$ cat src/rtl/shift_sequencer_pkg.sv
// Shared definitions for the shift sequencer: default widths, state encoding,
// registered control-word layout and its per-state Moore decode.
package shift_sequencer_pkg;

  localparam int unsigned SIZE_DEF  = 8;
  localparam int unsigned CNT_W_DEF = 4;

  typedef enum logic [2:0] {
    IDLE  = 3'd0,
    LOAD  = 3'd1,
    SHIFT = 3'd2,
    BACK  = 3'd3,
    DONE  = 3'd4
  } state_e;

  typedef struct packed {
    logic set1;
    logic en1;
    logic set2;
    logic en2;
    logic sel_fb;
    logic busy;
    logic done;
    logic err;
  } ctrl_t;

  // Control word held while the FSM sits in state s (err is added separately).
  function automatic ctrl_t decode(state_e s);
    ctrl_t c;
    c = '0;
    case (s)
      LOAD: begin
        c.en1  = 1'b1;
        c.set2 = 1'b1;
        c.busy = 1'b1;
      end
      SHIFT: begin
        c.en2  = 1'b1;
        c.busy = 1'b1;
      end
      BACK: begin
        c.en1    = 1'b1;
        c.sel_fb = 1'b1;
        c.busy   = 1'b1;
      end
      DONE:    c.done = 1'b1;
      default: c = '0;
    endcase
    return c;
  endfunction

endpackage

$ cat src/rtl/shift_sequencer.sv
// Controller for a two-stage shift register pair: loads the operand, then
// ping-pongs stage1 -> stage2 (one bit per pass) cnt times, tracking carry.
module shift_sequencer
  import shift_sequencer_pkg::*;
#(
  parameter int unsigned SIZE  = SIZE_DEF,
  parameter int unsigned CNT_W = CNT_W_DEF
) (
  input  logic             clk,
  input  logic             rst,
  input  logic             start,
  input  logic [CNT_W-1:0] cnt,
  input  logic             rotate,
  input  logic             sh_out,
  output logic             set1,
  output logic             en1,
  output logic             set2,
  output logic             en2,
  output logic             sel_fb,
  output logic             sh_in,
  output logic             busy,
  output logic             done,
  output logic             err,
  output logic             carry
);

  if (SIZE < 2 || CNT_W < 1) begin : g_bad_param
    $error("shift_sequencer: SIZE must be >= 2 and CNT_W >= 1");
  end

  state_e           state, state_n;
  logic [CNT_W-1:0] remaining, remaining_n;
  logic             rotate_q, rotate_n;
  logic             carry_q, carry_n;
  ctrl_t            ctrl_q, ctrl_n;

  // State register plus registered controls, counter, mode and carry.
  always_ff @(posedge clk) begin
    if (rst) begin
      state     <= IDLE;
      remaining <= '0;
      rotate_q  <= 1'b0;
      carry_q   <= 1'b0;
      ctrl_q    <= '0;
    end else begin
      state     <= state_n;
      remaining <= remaining_n;
      rotate_q  <= rotate_n;
      carry_q   <= carry_n;
      ctrl_q    <= ctrl_n;
    end
  end

  // Next state; controls are decoded from the next state so they register in step.
  always_comb begin
    state_n     = state;
    remaining_n = remaining;
    rotate_n    = rotate_q;
    carry_n     = carry_q;
    ctrl_n      = '0;
    case (state)
      IDLE: begin
        if (start) begin
          if (cnt != '0) begin
            remaining_n = cnt;
            rotate_n    = rotate;
            state_n     = LOAD;
          end else begin
            ctrl_n.err = 1'b1;
          end
        end
      end
      LOAD:  state_n = SHIFT;
      SHIFT: begin
        carry_n = sh_out;
        state_n = (remaining > CNT_W'(1)) ? BACK : DONE;
      end
      BACK: begin
        remaining_n = remaining - CNT_W'(1);
        state_n     = SHIFT;
      end
      DONE:    state_n = IDLE;
      default: state_n = IDLE;
    endcase
    ctrl_n = decode(state_n) | ctrl_n;
  end

  // Shift-in bit must follow the live MSB within the same SHIFT cycle.
  assign sh_in  = (state == SHIFT) & rotate_q & sh_out;

  assign set1   = ctrl_q.set1;
  assign en1    = ctrl_q.en1;
  assign set2   = ctrl_q.set2;
  assign en2    = ctrl_q.en2;
  assign sel_fb = ctrl_q.sel_fb;
  assign busy   = ctrl_q.busy;
  assign done   = ctrl_q.done;
  assign err    = ctrl_q.err;
  assign carry  = carry_q;

endmodule

$ cat config.mk
export PLATFORM = sky130hd
export DESIGN_NAME = shift_sequencer
export DESIGN_NICKNAME = d
export VERILOG_FILES = /design/src/rtl/shift_sequencer_pkg.sv /design/src/rtl/shift_sequencer.sv
export SDC_FILE = /design/constraint.sdc
export NUM_CORES = 1
export LEC_CHECK = 0
export BUFFER_PORTS_ARGS = -buffer_cell sky130_fd_sc_hd__buf_2
export CORE_MARGIN = 4
export CORE_UTILIZATION = 47
export CTS_BUF_LIST = sky130_fd_sc_hd__clkbuf_2 sky130_fd_sc_hd__clkbuf_4 sky130_fd_sc_hd__clkbuf_8
export CTS_CLUSTER_DIAMETER = 200
export DETAILED_ROUTE_END_ITERATION = 8
export PLACE_DENSITY = 0.76
export SETUP_SLACK_MARGIN = 0.05
export SLEW_MARGIN = 10
export SYNTH_ARGS = -nofsm -noshare
export SYNTH_HDL_FRONTEND = slang
export SYNTH_SLANG_ARGS = --single-unit
$ cat constraint.sdc
create_clock -name clk -period 1.4 [get_ports clk]
set_clock_uncertainty 0.05 [all_clocks]
set_input_delay 0.28 -clock clk [delete_from_list [all_inputs] [get_ports clk]]
set_output_delay 0.28 -clock clk [all_outputs]
set_load 0.01 [all_outputs]
==> flow_metrics.tcl, run 1 <==
set metrics [dict create \
    dieHeight_um 46.61 \
    fin_util_pct 84.43 \
    postLayoutCellArea_um2 1140 \
    endpoint_kind "output port" \
    dp_cells 118 \
    crit_end "sh_in" \
    synth-simple-area-share_pct 25.00 \
    ant_nets 0 \
    pwr_density_cell_nw_per_um2 1051 \
    instances_no_fill 128 \
    start_kind "register" \
    min_period_over_period_pct 110.7 \
    cts_root_buf "clkbuf_4" \
    grt_first_pass_wirelength_um 3222 \
    met1_length_um 1089 \
    top_register "remaining" \
    arrival_ps 1220 \
    drtPass1Iterations 4 \
    coreArea_um2 1350 \
    areaGrowthSynthToFinish_pct 62.68 \
    grt_setup_unrepaired "true" \
    reg2reg_slack_ps -70 \
    grt_overflow 0 \
    hp-class "input pin to register" \
    n_fill_cell 82 \
    reg2reg_from "state[1]" \
    grt_max_degree 12 \
    slew_headroom_pct 60.71 \
    io_pins 19 \
    sequentialPowerShare_pct 44.4 \
    via_count 791 \
    clock_latency_ps 290 \
    globalplace.congestion 0.8042 \
    largest_reg_flops 4 \
    synth_warnings 0 \
    antenna_found_initial 0 \
    fin_ws_ps -150.3 \
    via_per_inst 6.180 \
    wirelength_um 2353 \
    comb_power_share_pct 29.5 \
    violations "negative setup slack" \
    routedWlPerCell_um 18.38 \
    multi_input_area_um2 455.4 \
    rows 13 \
    drive_above_1_share_pct 61.06 \
    cts_buffers 3 \
    num_antenna_cells 0 \
    clock_path_buffers 2 \
    avgSynthCellArea_um2 9.869 \
    portBuffers 17 \
    cts_tree "yes" \
    rr_endpoint "remaining[3]" \
    muxShareOfSynthArea_pct 1.429 \
    hpwl_um 1233 \
    period_needed_ps 1550 \
    wl_met2_um 1091 \
    ys_ff_latch 16 \
    grtUsageTotal_pct 20.49 \
    reg_top3 "remaining (4), state (3)" \
    syn_area_um2 700.7 \
    worstRegToRegCells 6 \
    setup_viol 5 \
    maxCapViolCount 0 \
    p_switching_mw 0.3643 \
    placed_area_um2 927.1 \
    start_util_pct 51.90 \
    internal-power_mw 0.8337 \
    p_leak_nw 0.4939 \
    synth_cells 71 \
    cts.clk_slew.worst_paths_ps 100 \
    status "complete, but fails checks" \
    fp.dieArea_um2 2172 \
    hold_viol_final 0 \
    yosysSeqAreaShare_pct 45.71 \
    dp_slack_ps -126.7 \
    worst_slew_pin_slew_ps 584.0 \
    cts_sinks 16 \
    synthAdderAreaFrac_pct 3.571 \
    synth_top_family_by_area "simple AND/OR/NAND/NOR gates" \
    cts_htree_levels 1 \
    first_global_vias 678 \
    mappedNetlistNets 82 \
    irDropWorstVdd_v 0.0006671 \
    finalNetCount 125 \
    dr.max_layer_used "met4" \
    drt_iter0_drc 56 \
    dr_wl_met3_um 124 \
    clock.fmax_ghz 0.6450 \
    synth_compound_area_share_pct 19.46 \
    register_area_um2 332.8 \
    synth_xor_area_share_pct 0 \
    ys_types 32 \
    cp-startpoint "state[2]" \
    finalPower_mw 1.198 \
    required_ps 1070 \
    slew_viol_final 0 \
    whs_path_depth 3 \
    crit_type "register to output port" \
    sw_frac_of_total_pct 30.41 \
    route.detailed.drc 0 \
    path_max_fanout 6 \
    p_clk_share_pct 26.1 \
    die_w_um 46.61 \
]
==> what timing repair did <==
| action | CTS | global route |
|---|---|---|
| setup endpoints to repair | 11 | 11 |
| resized for setup | 11 | 19 |
| endpoints found under the hold margin | 0 | 0 |
| hold buffers | 0 | 0 |
| setup buffers | 4 | 3 |
| pin swaps | 3 | 11 |
==> worst min-delay path by stage <==
stage	startpoint	end	slack (ps)
after CTS	rotate	rotate_q	190
after floorplan	sh_out	carry	380
final	rotate	rotate_q	180
after global routing	rotate	rotate_q	180
after global placement	rotate_q	rotate_q	420
after detailed placement	rotate_q	rotate_q	420
==> per-layer routing <==
layer | vias to the layer above | track usage [%]
met5 | - | 0
met4 | 0 | 5.525
met3 | 11 | 3.516
met2 | 44 | 32.97
met1 | 384 | 28.04
li1 | 352 | -
==> area by class of cell <==
type,count,area share (%)
Clock buffer,4,3.183
Inverter,4,1.317
Multi-Input combinational cell,48,39.96
Sequential cell,16,29.20
Tap cell,15,1.647
Timing Repair Buffer,41,24.70
==> cells in the final DEF (no fill, tap or decap), types with 2 or more instances in the layout <==
cell and instances:
inv_2 2, a21oi_1 6, a221o_1 2, a221oi_2 2
buf_2 17, nor4_1 2, nand3b_1 2, clkbuf_4 3
ha_4 2, nor2_1 4, o21ai_2 2, inv_1 2
buf_4 22, dfxtp_1 12, nand3_1 3, dfxtp_4 3
==> kinds of logic (layout without fill, tap and decap cells) <==
group,Yosys count,in the layout
compound gates,19,19
other cells,1,1
mux,1,1
buf+inv,7,49
fa+ha+maj,2,2
simple gates,25,25
flops,16,16
==> cell usage after synthesis <==
master / count / area share (%)
a221oi_2: 1 / 2.1
nor3_1: 1 / 0.71
a22oi_1: 1 / 1.1
o31ai_1: 2 / 2.1
a221o_1: 2 / 2.9
o311a_1: 1 / 1.4
and3_1: 1 / 0.89
nand2_2: 1 / 0.89
inv_1: 4 / 2.1
a221oi_1: 1 / 1.3
dfxtp_1: 16 / 46
a31oi_1: 1 / 0.89
and3b_1: 1 / 1.3
o21ai_0: 2 / 1.4
nand2b_1: 1 / 0.89
or2_2: 1 / 0.89
nor4_1: 4 / 3.6
mux2i_1: 1 / 1.4
or4b_1: 1 / 1.4
nand3_1: 3 / 2.1
nor3b_1: 1 / 1.1
a21oi_1: 7 / 5.0
a211o_1: 1 / 1.3
or4_4: 1 / 1.6
nor4bb_1: 1 / 1.4
ha_1: 2 / 3.6
nor4b_4: 1 / 3.4
clkbuf_1: 2 / 1.1
nor2_1: 5 / 2.7
buf_4: 1 / 1.1
nand3b_1: 2 / 2.1
conb_1: 1 / 0.54
==> through the flow <==
step	TNS, ps	hold slack (ps)
final	-386.3	181.1
after detailed placement	-642.2	423.5
after global placement	-526.3	416.0
after floorplan	0	377.2
after global routing	-696.8	182.2
after CTS	-109.6	186.1
==> power by group through the flow <==
stage | clock network [mW] | logic (mW) | registers [mW]
after global routing | 0.344 | 0.373 | 0.535
after global placement | 0 | 0.227 | 0.529
final | 0.312 | 0.353 | 0.532
after floorplan | 0 | 0.114 | 0.535
after detailed placement | 0 | 0.231 | 0.532
after CTS | 0.305 | 0.260 | 0.522
==> critical path, stage by stage (launching register included) <==
cell	delay [ps]
dfxtp_4	390
nor3b_4	240
and3_1	180
buf_2	120
Note: power is estimated with default switching activity, not from simulation.
==> run 2, diff against run 1 <==
--- a/config.mk
+++ b/config.mk
@@ -6,12 +6,13 @@
 export NUM_CORES = 1
 export LEC_CHECK = 0
 export BUFFER_PORTS_ARGS = -buffer_cell sky130_fd_sc_hd__buf_2
+export CELL_PAD_IN_SITES_DETAIL_PLACEMENT = 1
+export CELL_PAD_IN_SITES_GLOBAL_PLACEMENT = 2
 export CORE_MARGIN = 4
-export CORE_UTILIZATION = 47
-export CTS_BUF_LIST = sky130_fd_sc_hd__clkbuf_2 sky130_fd_sc_hd__clkbuf_4 sky130_fd_sc_hd__clkbuf_8
+export CORE_UTILIZATION = 26
 export CTS_CLUSTER_DIAMETER = 200
 export DETAILED_ROUTE_END_ITERATION = 8
-export PLACE_DENSITY = 0.76
+export PLACE_DENSITY_LB_ADDON = 0.1
 export SETUP_SLACK_MARGIN = 0.05
 export SLEW_MARGIN = 10
 export SYNTH_ARGS = -nofsm -noshare
==> flow_metrics.tcl, run 2 (synthesis results as in run 1) <==
set metrics [dict create \
    status "complete, but fails checks" \
    violations "negative setup slack" \
    slew_viol_final 0 \
    cts.clk_slew.worst_paths_ps 100 \
    setup_viol 11 \
    cts_buffers 3 \
    route.detailed.drc 0 \
    maxCapViolCount 0 \
    drt_iter0_drc 12 \
    die_w_um 59.91 \
    fp.dieArea_um2 3589 \
    p_clk_share_pct 26.3 \
    path_max_fanout 3 \
    comb_power_share_pct 30.2 \
    hold_viol_final 0 \
    drive_above_1_share_pct 64.46 \
    dieHeight_um 59.91 \
    num_antenna_cells 0 \
    p_switching_mw 0.3577 \
    dp_slack_ps -112.8 \
    holdBufCountCts 0 \
    fin_ws_ps -204.7 \
    mostFrequentLayoutCells "buf_4 (28), buf_2 (16), dfxtp_1 (12), a21oi_1 (6), buf_6 (5)" \
    crit_buf_inv 2 \
    internal-power_mw 0.8466 \
    reg_top3 "remaining (4), state (3)" \
    p_leak_nw 0.5415 \
    grt_first_pass_wirelength_um 3608 \
    required_ps 1070 \
    arrival_ps 1270 \
    io_pins 19 \
    first_global_vias 741 \
    crit_type "register to output port" \
    register_area_um2 332.8 \
    top_register "remaining" \
    n_fill_cell 294 \
    clock_path_buffers 2 \
    finalNetCount 133 \
    grt_max_degree 12 \
    areaGrowthSynthToFinish_pct 77.86 \
    grt_overflow 0 \
    hp-class "input pin to register" \
    cp_top_family "flip-flops" \
    slowest_stage "dfxtp_4" \
    irDropWorstVdd_v 0.0006000 \
    coreArea_um2 2522 \
    cts_tree "yes" \
    pwr_density_cell_nw_per_um2 966.3 \
    path_cells "nor3b_4 > buf_4 > and3_4 > buf_6" \
    via_per_inst 4.907 \
    min_period_over_period_pct 114.6 \
    drtPass1Iterations 3 \
    cts_htree_levels 1 \
    largest_reg_flops 4 \
    period_needed_ps 1605 \
    finalPower_mw 1.204 \
    start_kind "register" \
    hpwl_um 1539 \
    antenna_found_initial 0 \
    cts_sinks 16 \
    via_count 741 \
    routedWlPerCell_um 14.87 \
    wirelength_um 2246 \
    cts_root_buf "clkbuf_4" \
    globalplace.congestion 0.8236 \
    clock.fmax_ghz 0.6232 \
    multi_input_area_um2 478.0 \
    clock_latency_ps 290 \
    endpoint_kind "output port" \
    start_util_pct 27.78 \
    ant_nets 0 \
    timing.critical_path.slowest_cell_delay_ps 380 \
    portBuffers 17 \
    sequentialPowerShare_pct 43.5 \
    grtUsageTotal_pct 13.99 \
    sw_frac_of_total_pct 29.70 \
    rows 18 \
    layout_commonest_cell "buf_4" \
    grt_setup_unrepaired "true" \
]
==> run 2: cell types whose count changed in the layout (fill, tap and decap cells not counted), sizes merged <==
cell  change
buf       +8
==> run 2: power by group through the flow <==
stage	sequential [mW]	clock, mW	combinational (mW)
floorplan	0.535	0	0.114
global placement	0.528	0	0.249
detailed placement	0.529	0	0.254
CTS	0.519	0.332	0.305
global route	0.530	0.344	0.395
finish	0.524	0.317	0.364
==> run 2: repair_timing <==
action	CTS	global route
buffers inserted	7	6
setup endpoints to repair	13	15
pin swaps	12	8
hold endpoints to repair	0	0
resized for setup	22	16
==> run 2: path summary, 6_finish.rpt <==
path	start	end	slack, ps	depth (start not counted)
worst min-delay path	rotate	rotate_q	190	3
worst max-delay path	state[1]	sh_in	-200	4
worst min register to register	rotate_q	rotate_q	420	2
worst max register to register	state[1]	sel_fb	-180	7
==> run 2: worst register-to-register path: cells and delay by family, from the launching register on <==
| family | cells | cell delay [ps] |
|---|---|---|
| buffers and inverters | 4 | 560 |
| AOI/OAI and AO/OA | 1 | 220 |
| and+or+nand+nor | 2 | 310 |
| DFF | 1 | 370 |
==> run 2: cell type report <==
class / instances / area share, %
Timing Repair Buffer: 49 / 27.81
Sequential cell: 16 / 26.71
Multi-Input combinational cell: 48 / 38.35
Tap cell: 30 / 3.012
Clock buffer: 4 / 2.912
Inverter: 4 / 1.205
==> run 2: per-layer routing <==
metal  up-vias  wire (µm)  GRT usage, %
met4         0         25         3.797
li1        368          -             -
met3         4         80         4.536
met1       355       1011         18.47
met2        14       1128         21.76
met5         -          0             0
==> run 2: stage by stage <==
stage	utilization (%)	cells	setup TNS, ps	hold slack, ps	area (µm²)
global route	49.40	151	-1727	172.1	1246
finish	49.40	151	-1067	187.2	1246
detailed placement	38.39	136	-867.0	424.4	968.4
global placement	38.39	136	-749.0	413.2	968.4
CTS	44.84	147	-1136	174.0	1131
floorplan	-	71	0	377.2	703.2
